`config.mk`:
```
export PLATFORM = sky130hd
export DESIGN_NAME = uart_tx_arbiter
export DESIGN_NICKNAME = d
export VERILOG_FILES = /design/src/rtl/uart_tx_arbiter.sv
export SDC_FILE = /design/constraint.sdc
export NUM_CORES = 1
export LEC_CHECK = 0
export BUFFER_PORTS_ARGS = -buffer_cell sky130_fd_sc_hd__buf_4
export CELL_PAD_IN_SITES_DETAIL_PLACEMENT = 0
export CELL_PAD_IN_SITES_GLOBAL_PLACEMENT = 1
export CORE_ASPECT_RATIO = 0.6
export CORE_MARGIN = 5
export CORE_UTILIZATION = 36
export DETAILED_ROUTE_END_ITERATION = 16
export MAX_ROUTING_LAYER = met4
export PLACE_DENSITY = 0.94
export SLEW_MARGIN = 20
export SYNTH_ARGS = -nofsm -noshare
export SYNTH_HDL_FRONTEND = slang
export SYNTH_SLANG_ARGS = --single-unit
export TNS_END_PERCENT = 1
```
`constraint.sdc`:
```
create_clock -name clk -period 3.65 [get_ports clk]
set_clock_uncertainty 0.1 [all_clocks]
set_input_delay 0.365 -clock clk [delete_from_list [all_inputs] [get_ports clk]]
set_output_delay 0.365 -clock clk [all_outputs]
set_load 0.02 [all_outputs]
```
`src/rtl/uart_tx_arbiter.sv`:
```
// Round-robin owner of the shared UART TX core: one source holds the grant for a whole message.
// Optional stall timeout is built only when UART_TX_ARB_TIMEOUT_EN is defined.
module uart_tx_arbiter #(
  parameter int TIMEOUT_CYC = 100_000
) (
  input  logic       clk,
  input  logic       rst,
  input  logic       i_soft_clr,
  input  logic [3:0] i_req,
  input  logic [7:0] i_data0,
  input  logic [7:0] i_data1,
  input  logic [7:0] i_data2,
  input  logic [7:0] i_data3,
  input  logic [3:0] i_last,
  output logic [3:0] o_ack,
  output logic       o_tx_start,
  output logic [7:0] o_tx_data,
  input  logic       i_tx_done,
  output logic [3:0] o_grant,
  output logic       o_busy,
  output logic       o_timeout
);
  typedef enum logic [1:0] {S_IDLE, S_SEND, S_WAIT} state_t;

  state_t     r_state, w_next;
  logic [1:0] r_rr_ptr, r_gidx;
  logic [3:0] r_grant, r_ack;
  logic [7:0] r_tx_data;
  logic       r_tx_start, r_last_q;
  logic [3:0] w_rot;
  logic [1:0] w_off, w_win;
  logic       w_any, w_req_g, w_accept, w_to;
  logic [7:0] w_data_g;

  // Rotate requests so bit 0 is the source at rr_ptr; lowest set bit wins.
  assign w_rot = 4'({i_req, i_req} >> r_rr_ptr);
  assign w_any = |i_req;
  assign w_win = r_rr_ptr + w_off;

  always_comb begin
    w_off = 2'd3;
    if      (w_rot[0]) w_off = 2'd0;
    else if (w_rot[1]) w_off = 2'd1;
    else if (w_rot[2]) w_off = 2'd2;
  end

  always_comb begin
    case (r_gidx)
      2'd0:    w_data_g = i_data0;
      2'd1:    w_data_g = i_data1;
      2'd2:    w_data_g = i_data2;
      default: w_data_g = i_data3;
    endcase
  end

  assign w_req_g  = i_req[r_gidx];
  assign w_accept = (r_state == S_SEND) && w_req_g && !i_soft_clr;

`ifdef UART_TX_ARB_TIMEOUT_EN
  logic [16:0] r_stall;
  logic        r_timeout;

  // Fires on the edge that ends the TIMEOUT_CYC-th consecutive stalled SEND cycle.
  assign w_to = (r_state == S_SEND) && !w_req_g && !i_soft_clr &&
                (r_stall >= 17'(TIMEOUT_CYC - 1));

  always_ff @(posedge clk or negedge rst) begin
    if (!rst)                                        r_stall <= '0;
    else if (w_next == S_SEND && r_state != S_SEND)  r_stall <= '0;
    else if (w_accept)                               r_stall <= '0;
    else if (r_state == S_SEND && !w_req_g && r_stall != '1) r_stall <= r_stall + 17'd1;
  end

  always_ff @(posedge clk or negedge rst) begin
    if (!rst) r_timeout <= 1'b0;
    else      r_timeout <= w_to;
  end
  assign o_timeout = r_timeout;
`else
  logic w_unused_cfg;
  assign w_unused_cfg = (TIMEOUT_CYC != 0);
  assign w_to         = 1'b0;
  assign o_timeout    = 1'b0;
`endif

  always_ff @(posedge clk or negedge rst) begin
    if (!rst) r_state <= S_IDLE;
    else      r_state <= w_next;
  end

  always_comb begin
    w_next = r_state;
    if (i_soft_clr) w_next = S_IDLE;
    else begin
      case (r_state)
        S_IDLE:  if (w_any) w_next = S_SEND;
        S_SEND:  if (w_req_g) w_next = S_WAIT;
                 else if (w_to) w_next = S_IDLE;
        S_WAIT:  if (i_tx_done) w_next = r_last_q ? S_IDLE : S_SEND;
        default: w_next = S_IDLE;
      endcase
    end
  end

  always_ff @(posedge clk or negedge rst) begin
    if (!rst) begin
      r_rr_ptr   <= 2'd0;
      r_gidx     <= 2'd0;
      r_grant    <= 4'd0;
      r_ack      <= 4'd0;
      r_tx_start <= 1'b0;
      r_tx_data  <= 8'h00;
      r_last_q   <= 1'b0;
    end else begin
      r_tx_start <= w_accept;
      r_ack      <= w_accept ? r_grant : 4'd0;
      if (w_accept) begin
        r_tx_data <= w_data_g;
        r_last_q  <= i_last[r_gidx];
      end
      if (i_soft_clr) begin
        r_grant <= 4'd0;
      end else if (r_state == S_IDLE && w_any) begin
        r_grant <= 4'(1) << w_win;
        r_gidx  <= w_win;
      end else if (w_to || (r_state == S_WAIT && i_tx_done && r_last_q)) begin
        r_grant  <= 4'd0;
        r_rr_ptr <= r_gidx + 2'd1;
      end
    end
  end

  assign o_grant    = r_grant;
  assign o_ack      = r_ack;
  assign o_tx_start = r_tx_start;
  assign o_tx_data  = r_tx_data;
  assign o_busy     = (r_state != S_IDLE);
endmodule

```
# == Yosys cells after proc, flatten, opt, wreduce, memory -nomap -nowiden ==
# Cells that the tools add are included.
# op_classes
n_addsub,2
magnitude_cmp,1
n_eq_ne,7
n_shift,2
n_mux,18
n_bitwise,2
n_reduce_logical,14
# ops
operator,count
$pmux W8 S3,1
$mux W4,4
$mux W2,6
$ne A3 B3 Y1 const B,3
$shr A8 B2 Y3,1
$pmux W2 S3,1
$reduce_and A3 Y1,2
$logic_and A1 B1 Y1,5
$bmux W1 S2,2
$eq A2 B1 Y1 const B,2
$eq A2 B2 Y1 const B,2
$logic_not A2 Y1,2
$mux W1,4
$reduce_or A4 Y1,1
$shl A1 B2 Y4 const A,1
$lt A2 B3 Y1 const B,1
$reduce_bool A3 Y1,1
$add A2 B1 Y2 const B,1
$add A2 B2 Y2,1
$not A1 Y1,2
$reduce_and A2 Y1,1
$reduce_bool A2 Y1,1
$logic_not A1 Y1,1
# word_totals
regBits,24
in_bits,44
output_inout_bits,19
word_cells,54

# == Logic depth before layout (Yosys ltp) ==
# Gate-level depths: netlist of run 1.
# logic_depth
ltp_word,8
ltp_mapped,10
ltp_nobuf,9

# == Least setup slack after synthesis of run 1 ==
# Ideal clock, no wire load.
# synth_timing
kind,register to register
from,register r_rr_ptr[0]
to,"register r_grant[0], in the netlist o_grant[0]"
setup_time_ns,0.125
arrival_time_ns,2.015
t_required_ns,3.425
setup_slack_ns,1.409
stages_incl_launch_ff,10
path_buffers,1
synth_period_minus_slack_ns,2.241
path_cell_list,dfrtp_1 -> buf_2 -> nand2b_1 -> o22ai_1 -> o21ai_0 -> o311ai_0 -> ha_1 -> or4_1 -> nand4_1 -> a2bb2o_1
# synth_via
elab_chain_len,8
# synth_lines
element,line_no,source
from (decl),26,"logic [1:0] r_rr_ptr, r_gidx;"
from (signal assigned),128,r_rr_ptr <= r_gidx + 2'd1;
$shr A8 B2 Y3,36,"assign w_rot = 4'({i_req, i_req} >> r_rr_ptr);"
$mux W1,44,else if (w_rot[2]) w_off = 2'd2;
$mux W2,43,else if (w_rot[1]) w_off = 2'd1;
$mux W2,42,if (w_rot[0]) w_off = 2'd0;
$add A2 B2 Y2 *,38,assign w_win = r_rr_ptr + w_off;
$shl A1 B2 Y4 *,124,r_grant <= 4'(1) << w_win;
$mux W4 *,123,end else if (r_state == S_IDLE && w_any) begin
$mux W4 *,121,if (i_soft_clr) begin
to (signal assigned),124,
to (decl),27,"logic [3:0] r_grant, r_ack;"
# Every way passes the cells marked *; elsewhere a longest branch is shown, timed or not.
# A chain may end at the register's enable or synchronous reset.

# == Worst setup path after layout of run 1 ==
# layout_timing
from,register r_rr_ptr[0]
to,"register r_grant[1], in the netlist o_grant[1]"
# Same word-level chain as after synthesis.

==> results_dict.tcl, run 1 <==
set metrics [dict create \
    status "finished clean" \
    slew_violations 0 \
    start_util_pct 37.2 \
    p_sw_share_pct 40.1 \
    antennaDiodeCount 0 \
    antenna_found_initial 0 \
    cts_sinks 24 \
    grt_pass1_vias 1156 \
    yosysMostFrequentCell "dfrtp_1" \
    ys.flop_type "dfrtp_1" \
    clkSlewWorstSetupHoldPaths_ns 0.08 \
    syn_area_mm2 0.00136 \
    syn_area_per_cell_um2 9.80 \
    cp.required_ns 3.70 \
    drtIter0Drc 91 \
    cts_made_buffers 3 \
    die_width_um 89.4 \
    power.switching_w 0.000491 \
    vias 1234 \
    finalSetupViolations 0 \
    drcViolationCount 0 \
    clockBufferDepth 2 \
    routed_wl_mm 3.37 \
    stdcell_area_mm2 0.00189 \
    grt_pass1_wl_mm 5.38 \
    critPathArrivalTime_ns 2.45 \
    portBuffers 61 \
    cts_resized 0 \
    fin_util_pct 51.6 \
    crit_path_end_kind "flip-flop" \
    synth_area_leaders "dfrtp_1, a222oi_1, ha_1" \
    grt.total_usage_pct 13.6 \
    nets 245 \
    insertion_delay_ns 0.26 \
    design.core.area_mm2 0.00366 \
    synth_common_cells "dfrtp_1, nand2_1, o21ai_0" \
    setup-tns-final_ns 0 \
    ir_drop_mv 0.261 \
    fin_ws_ns 1.25 \
    min_period_ns 2.40 \
    layout-drive-gt1-share_pct 37.9 \
    synth_cell_type_count 35 \
    postSynthCellCount 139 \
    die_height_um 57.7 \
    ios 63 \
    finalWeightedCongestion 0.738 \
    fmax_mhz 417 \
    synth_edf_count 0 \
    power.internal_w 0.000734 \
    rsz0062_at_grt "false" \
    yosysWarnings 0 \
    hold_slack_ns 0.186 \
    timing.final.crit_share_pct 65.7 \
    area_growth_pct 38.6 \
    min_path_type "input pin to flip-flop" \
    placed_cell_area_mm2 0.00182 \
    clockPowerShare_pct 14.4 \
    antenna_left 0 \
    cts_root_buf "clkbuf_8" \
    synth_top_cell_area_share_pct 44.1 \
    slew_headroom_pct 41.9 \
    criticalPathCategory "flip-flop to flip-flop" \
    yosysTopAreaCell "dfrtp_1" \
    rows 17 \
    combinationalPowerShare_pct 50.4 \
    cts_tree "yes" \
    synthArstFlopShare_pct 100 \
    hpwl_mm 2.70 \
    vias_per_cell 5.10 \
    yosysSeqAreaShare_pct 44.1 \
    wl_per_cell_um 13.9 \
    ys_ff_latch 24 \
    gr-total-overflow 0 \
    worstMarginPinSlew_ns 0.863 \
    dieArea_mm2 0.00516 \
    pwr-share-seq_pct 35.3 \
    hold_viol_final 0 \
    cp_max_fo 10 \
    htree_levels 1 \
    power_density_mw_per_mm2 649 \
    maxCapViolations 0 \
    grt_start_max_net_pins 25 \
    pre_cts_ws_ns 1.25 \
    synth_nets 188 \
    startpoint_type "flip-flop" \
    leakage_nw 0.933 \
    drt-pass1-iter-count 5 \
]
==> flip-flops by register name (all words and copies together), names as in the netlist <==
signal and cells:
r_last_q 1, r_state 2, r_rr_ptr 2, o_tx_start 1, o_grant 4, o_ack 4, o_tx_data 8, r_gidx 2
==> per-stage QoR <==
stage                     power [W]  std cells
after floorplan            0.000835        139
after global placement      0.00105        237
after detailed placement    0.00106        237
after CTS                   0.00124        242
after global routing        0.00132        242
final                       0.00123        242
==> cell type report <==
| class | instances | area, µm² |
|---|---|---|
| inverter | 6 | 22.5 |
| sequential | 24 | 601 |
| timing repair buffer | 62 | 468 |
| clock buffer | 4 | 55.1 |
| tap | 47 | 58.8 |
| multi-input combinational | 99 | 683 |
| fill | 344 | 1770 |
==> cell families (layout without fill, tap and decap cells) <==
kind of cell / Yosys count / after routing / share of synthesized area [%]
compound gates: 41 / 41 / 20.8
other cells: 1 / 1 / 0.275
mux: 7 / 7 / 7.99
flops: 24 / 24 / 44.1
buf+inv: 16 / 72 / 5.78
fa+ha+maj: 5 / 5 / 4.59
simple gates: 45 / 45 / 16.5
==> routing by layer <==
layer	routed length, µm	GRT usage, %	vias up	share of wire (%)
met2	1440	18.7	63	43
met1	1620	20.3	544	48
li1	-	-	625	-
met4	22	2.76	0	0.65
met5	0	-	-	0
met3	289	3.27	2	8.6
==> worst paths after layout <==
| path | from | endpoint | slack (ns) | cells past startpoint |
|---|---|---|---|---|
| max in group asynchronous | rst | o_grant[1] | 2.79 | 2 |
| max reg2reg | r_rr_ptr[0] | o_grant[1] | 1.25 | 8 |
| max | r_rr_ptr[0] | o_grant[1] | 1.25 | 8 |
| min | i_soft_clr | r_state[1] | 0.19 | 2 |
| min reg2reg | o_tx_data[1] | o_tx_data[1] | 0.39 | 2 |
| min in group asynchronous | rst | o_grant[3] | 0.43 | 2 |
==> cells in the final DEF, fill, tap and decap left out, drive strengths merged <==
cell	instances
buf	61
dfrtp	24
nand2	15
o21ai	14
a21oi	11
nor2	10
a222oi	8
inv	6
ha	5
mux2	5
and2	4
clkbuf	4
nand3b	3
o22ai	2
o311ai	2
nor4	2
or3	2
nor2b	2
a32o	2
a2bb2o	2
mux4	2
nand2b	1
or2	1
or4b	1
nor3	1
nand3	1
or4	1
nand4	1
conb	1
dlygate4sd3	1
==> power groups by stage <==
stage | clock, W | sequential, W | combinational [W]
after floorplan | 0 | 0.000471 | 0.000365
after global placement | 0 | 0.000436 | 0.000613
after detailed placement | 0 | 0.000439 | 0.000616
after CTS | 0.000181 | 0.000434 | 0.000622
after global routing | 0.000192 | 0.000447 | 0.000685
final | 0.000176 | 0.000432 | 0.000618
==> what timing repair did <==
action / in CTS / in global routing
hold buffers: 1 / 0
endpoints found under the hold margin: 24 / 0
setup buffers: 0 / 0
==> worst max-delay path, cell delays in order, from the launching register on <==
cell and delay (ns):
dfrtp_1 0.52, nand2b_1 0.15, o22ai_1 0.06, o21ai_0 0.13, o311ai_0 0.14, ha_1 0.25, or4_1 0.47, nand4_1 0.17
a2bb2o_1 0.30
No activity file was read; power rests on OpenSTA's default activity.
==> inputs of run 2 (changes only) <==
--- a/config.mk
+++ b/config.mk
@@ -10,10 +10,10 @@
 export CELL_PAD_IN_SITES_GLOBAL_PLACEMENT = 1
 export CORE_ASPECT_RATIO = 0.6
 export CORE_MARGIN = 5
-export CORE_UTILIZATION = 36
+export CORE_UTILIZATION = 33
 export DETAILED_ROUTE_END_ITERATION = 16
 export MAX_ROUTING_LAYER = met4
-export PLACE_DENSITY = 0.94
+export PLACE_DENSITY = 0.88
 export SLEW_MARGIN = 20
 export SYNTH_ARGS = -nofsm -noshare
 export SYNTH_HDL_FRONTEND = slang
==> constraint.sdc (replaced) <==
create_clock -name clk -period 2.3 [get_ports clk]
set_clock_uncertainty 0.1 [all_clocks]
set_input_delay 0.23 -clock clk [delete_from_list [all_inputs] [get_ports clk]]
set_output_delay 0.23 -clock clk [all_outputs]
set_load 0.02 [all_outputs]
==> run 2 against run 1 <==
- final area is 2.1% higher
- power grew 61%
- flip-flop and latch count unchanged
- via count is 4.5% higher
- sequential share of layout area shrank 0.58 points
- clock-buffer cell count is 1 lower
- first-iteration DRC count is 26% lower
- worst hold slack lost 0.14 ns
==> results_dict.tcl, run 2 (synthesis results as in run 1) <==
set metrics [dict create \
    status "finished clean" \
    power.internal_w 0.00118 \
    routed_wl_mm 3.52 \
    startpoint_type "flip-flop" \
    cts_sinks 24 \
    crit_chain "nand3b_1 > o311ai_2 > o21ai_1 > o311ai_1 > ha_2 > or4_1 > nand4_1 > a2bb2o_1" \
    clkSlewWorstSetupHoldPaths_ns 0.08 \
    ir_drop_mv 0.468 \
    stdcell_count 249 \
    met1_usage_pct 19.1 \
    clockPowerShare_pct 12.1 \
    drtIter0Drc 67 \
    busiest_layer "met1" \
    worstMarginPinSlew_ns 0.879 \
    crit_path_end_kind "flip-flop" \
    cp_max_fo 7 \
    cts_tree "yes" \
    critPathTopFamily "simple AND/OR/NAND/NOR gates" \
    finalSetupViolations 0 \
    antenna_found_initial 0 \
    antennaDiodeCount 0 \
    met2_usage_pct 18.3 \
    grt_pass1_vias 1232 \
    design.core.area_mm2 0.00405 \
    cp.required_ns 2.35 \
    power_w 0.00197 \
    min_period_ns 2.18 \
    vias_per_cell 5.18 \
    gr-total-overflow 0 \
    rsz0062_at_grt "false" \
    hold_viol_final 0 \
    crit_slowest_cell "or4_1" \
    antenna_left 0 \
    critPathArrivalTime_ns 2.23 \
    grt_start_max_net_pins 25 \
    min_path_type "input pin to flip-flop" \
    slew_violations 0 \
    criticalPathCategory "flip-flop to flip-flop" \
    met3_usage_pct 4.40 \
    die_height_um 59.8 \
    slowest_delay_ns 0.46 \
    layout_common_cells "buf_4, dfrtp_1, nand2_1, a21oi_1, o21ai_0" \
    maxCapViolations 0 \
    insertion_delay_ns 0.26 \
    fmax_mhz 459 \
    layout_commonest_cell "buf_4" \
    r2r_slack_ns 0.12 \
    worst-path-buf-inv 0 \
    combinationalPowerShare_pct 54.3 \
    hpwl_mm 2.84 \
    layout-drive-gt1-share_pct 40.7 \
    grt.total_usage_pct 13.3 \
    dieArea_mm2 0.00556 \
    vias 1290 \
    cts_root_buf "clkbuf_8" \
    slew_headroom_pct 40.9 \
    largest_reg_flops 8 \
    area_growth_pct 41.4 \
    finalWeightedCongestion 0.807 \
    power_density_mw_per_mm2 1020 \
    portBuffers 61 \
    wl_per_cell_um 14.2 \
    die_width_um 93.0 \
    cts_made_buffers 3 \
    grt_pass1_wl_mm 5.65 \
    power.switching_w 0.000795 \
    pwr-share-seq_pct 33.6 \
    drcViolationCount 0 \
    timing.final.crit_share_pct 94.7 \
    htree_levels 1 \
    clockBufferDepth 2 \
    start_util_pct 33.6 \
    drt-pass1-iter-count 4 \
    rows 18 \
    ios 63 \
    leakage_nw 0.948 \
    nets 250 \
    placedCellCount 244 \
    p_sw_share_pct 40.3 \
]
## run 2: power groups by stage
stage,registers (W),clock network (W),logic [W]
2_1_floorplan,0.000747,0,0.000579
6_report,0.000664,0.000238,0.00107
3_3_place_gp,0.000667,0,0.00104
5_1_grt,0.000686,0.000264,0.00118
4_1_cts,0.000664,0.000247,0.00106
3_5_place_dp,0.000671,0,0.00105
## run 2: path summary, 6_finish.rpt
path,depth (start not counted),to,from
max,8,o_grant[0],r_rr_ptr[0]
max reg2reg,8,o_grant[0],r_rr_ptr[0]
min reg2reg,2,o_tx_data[0],o_tx_data[0]
min,2,r_state[1],i_soft_clr
min in group asynchronous,2,r_state[1],rst
max in group asynchronous,2,r_rr_ptr[0],rst
## run 2: through the flow
step | hold slack [ns] | instance area, µm² | setup WS (ns) | util (%) | setup TNS (ns)
finish | 0.0482 | 1930 | 0.121 | 47.5 | 0
global route | 0.0552 | 1930 | 0.00758 | 47.5 | 0
CTS | 0.0426 | 1910 | 0.00530 | 47.1 | 0
detailed placement | 0.0456 | 1860 | -0.00773 | 45.8 | -0.00773
global placement | 0.0462 | 1860 | 0.0589 | 45.8 | 0
floorplan | -0.166 | 1360 | 0.0595 | - | 0
## run 2: per-layer routing
metal	wire length, µm	share of wire [%]
met4	13	0.37
met3	351	10
met2	1490	42
met5	0	0
met1	1660	47
## run 2: final cells by class
cell class                 count  area (µm²)
sequential                    24         602
fill                         394        2130
timing repair buffer          67         505
clock buffer                   3        41.3
tap                           50        62.6
multi-input combinational     99         693
inverter                       6        22.5
## run 2: repair_timing
action | 4_1_cts | 5_1_grt
buffers inserted | 0 | 1
endpoints found under the hold margin | 24 | 0
pin swaps | 1 | 2
endpoints found under the setup margin | 2 | 4
resized for setup | 2 | 4
hold buffers | 1 | 0
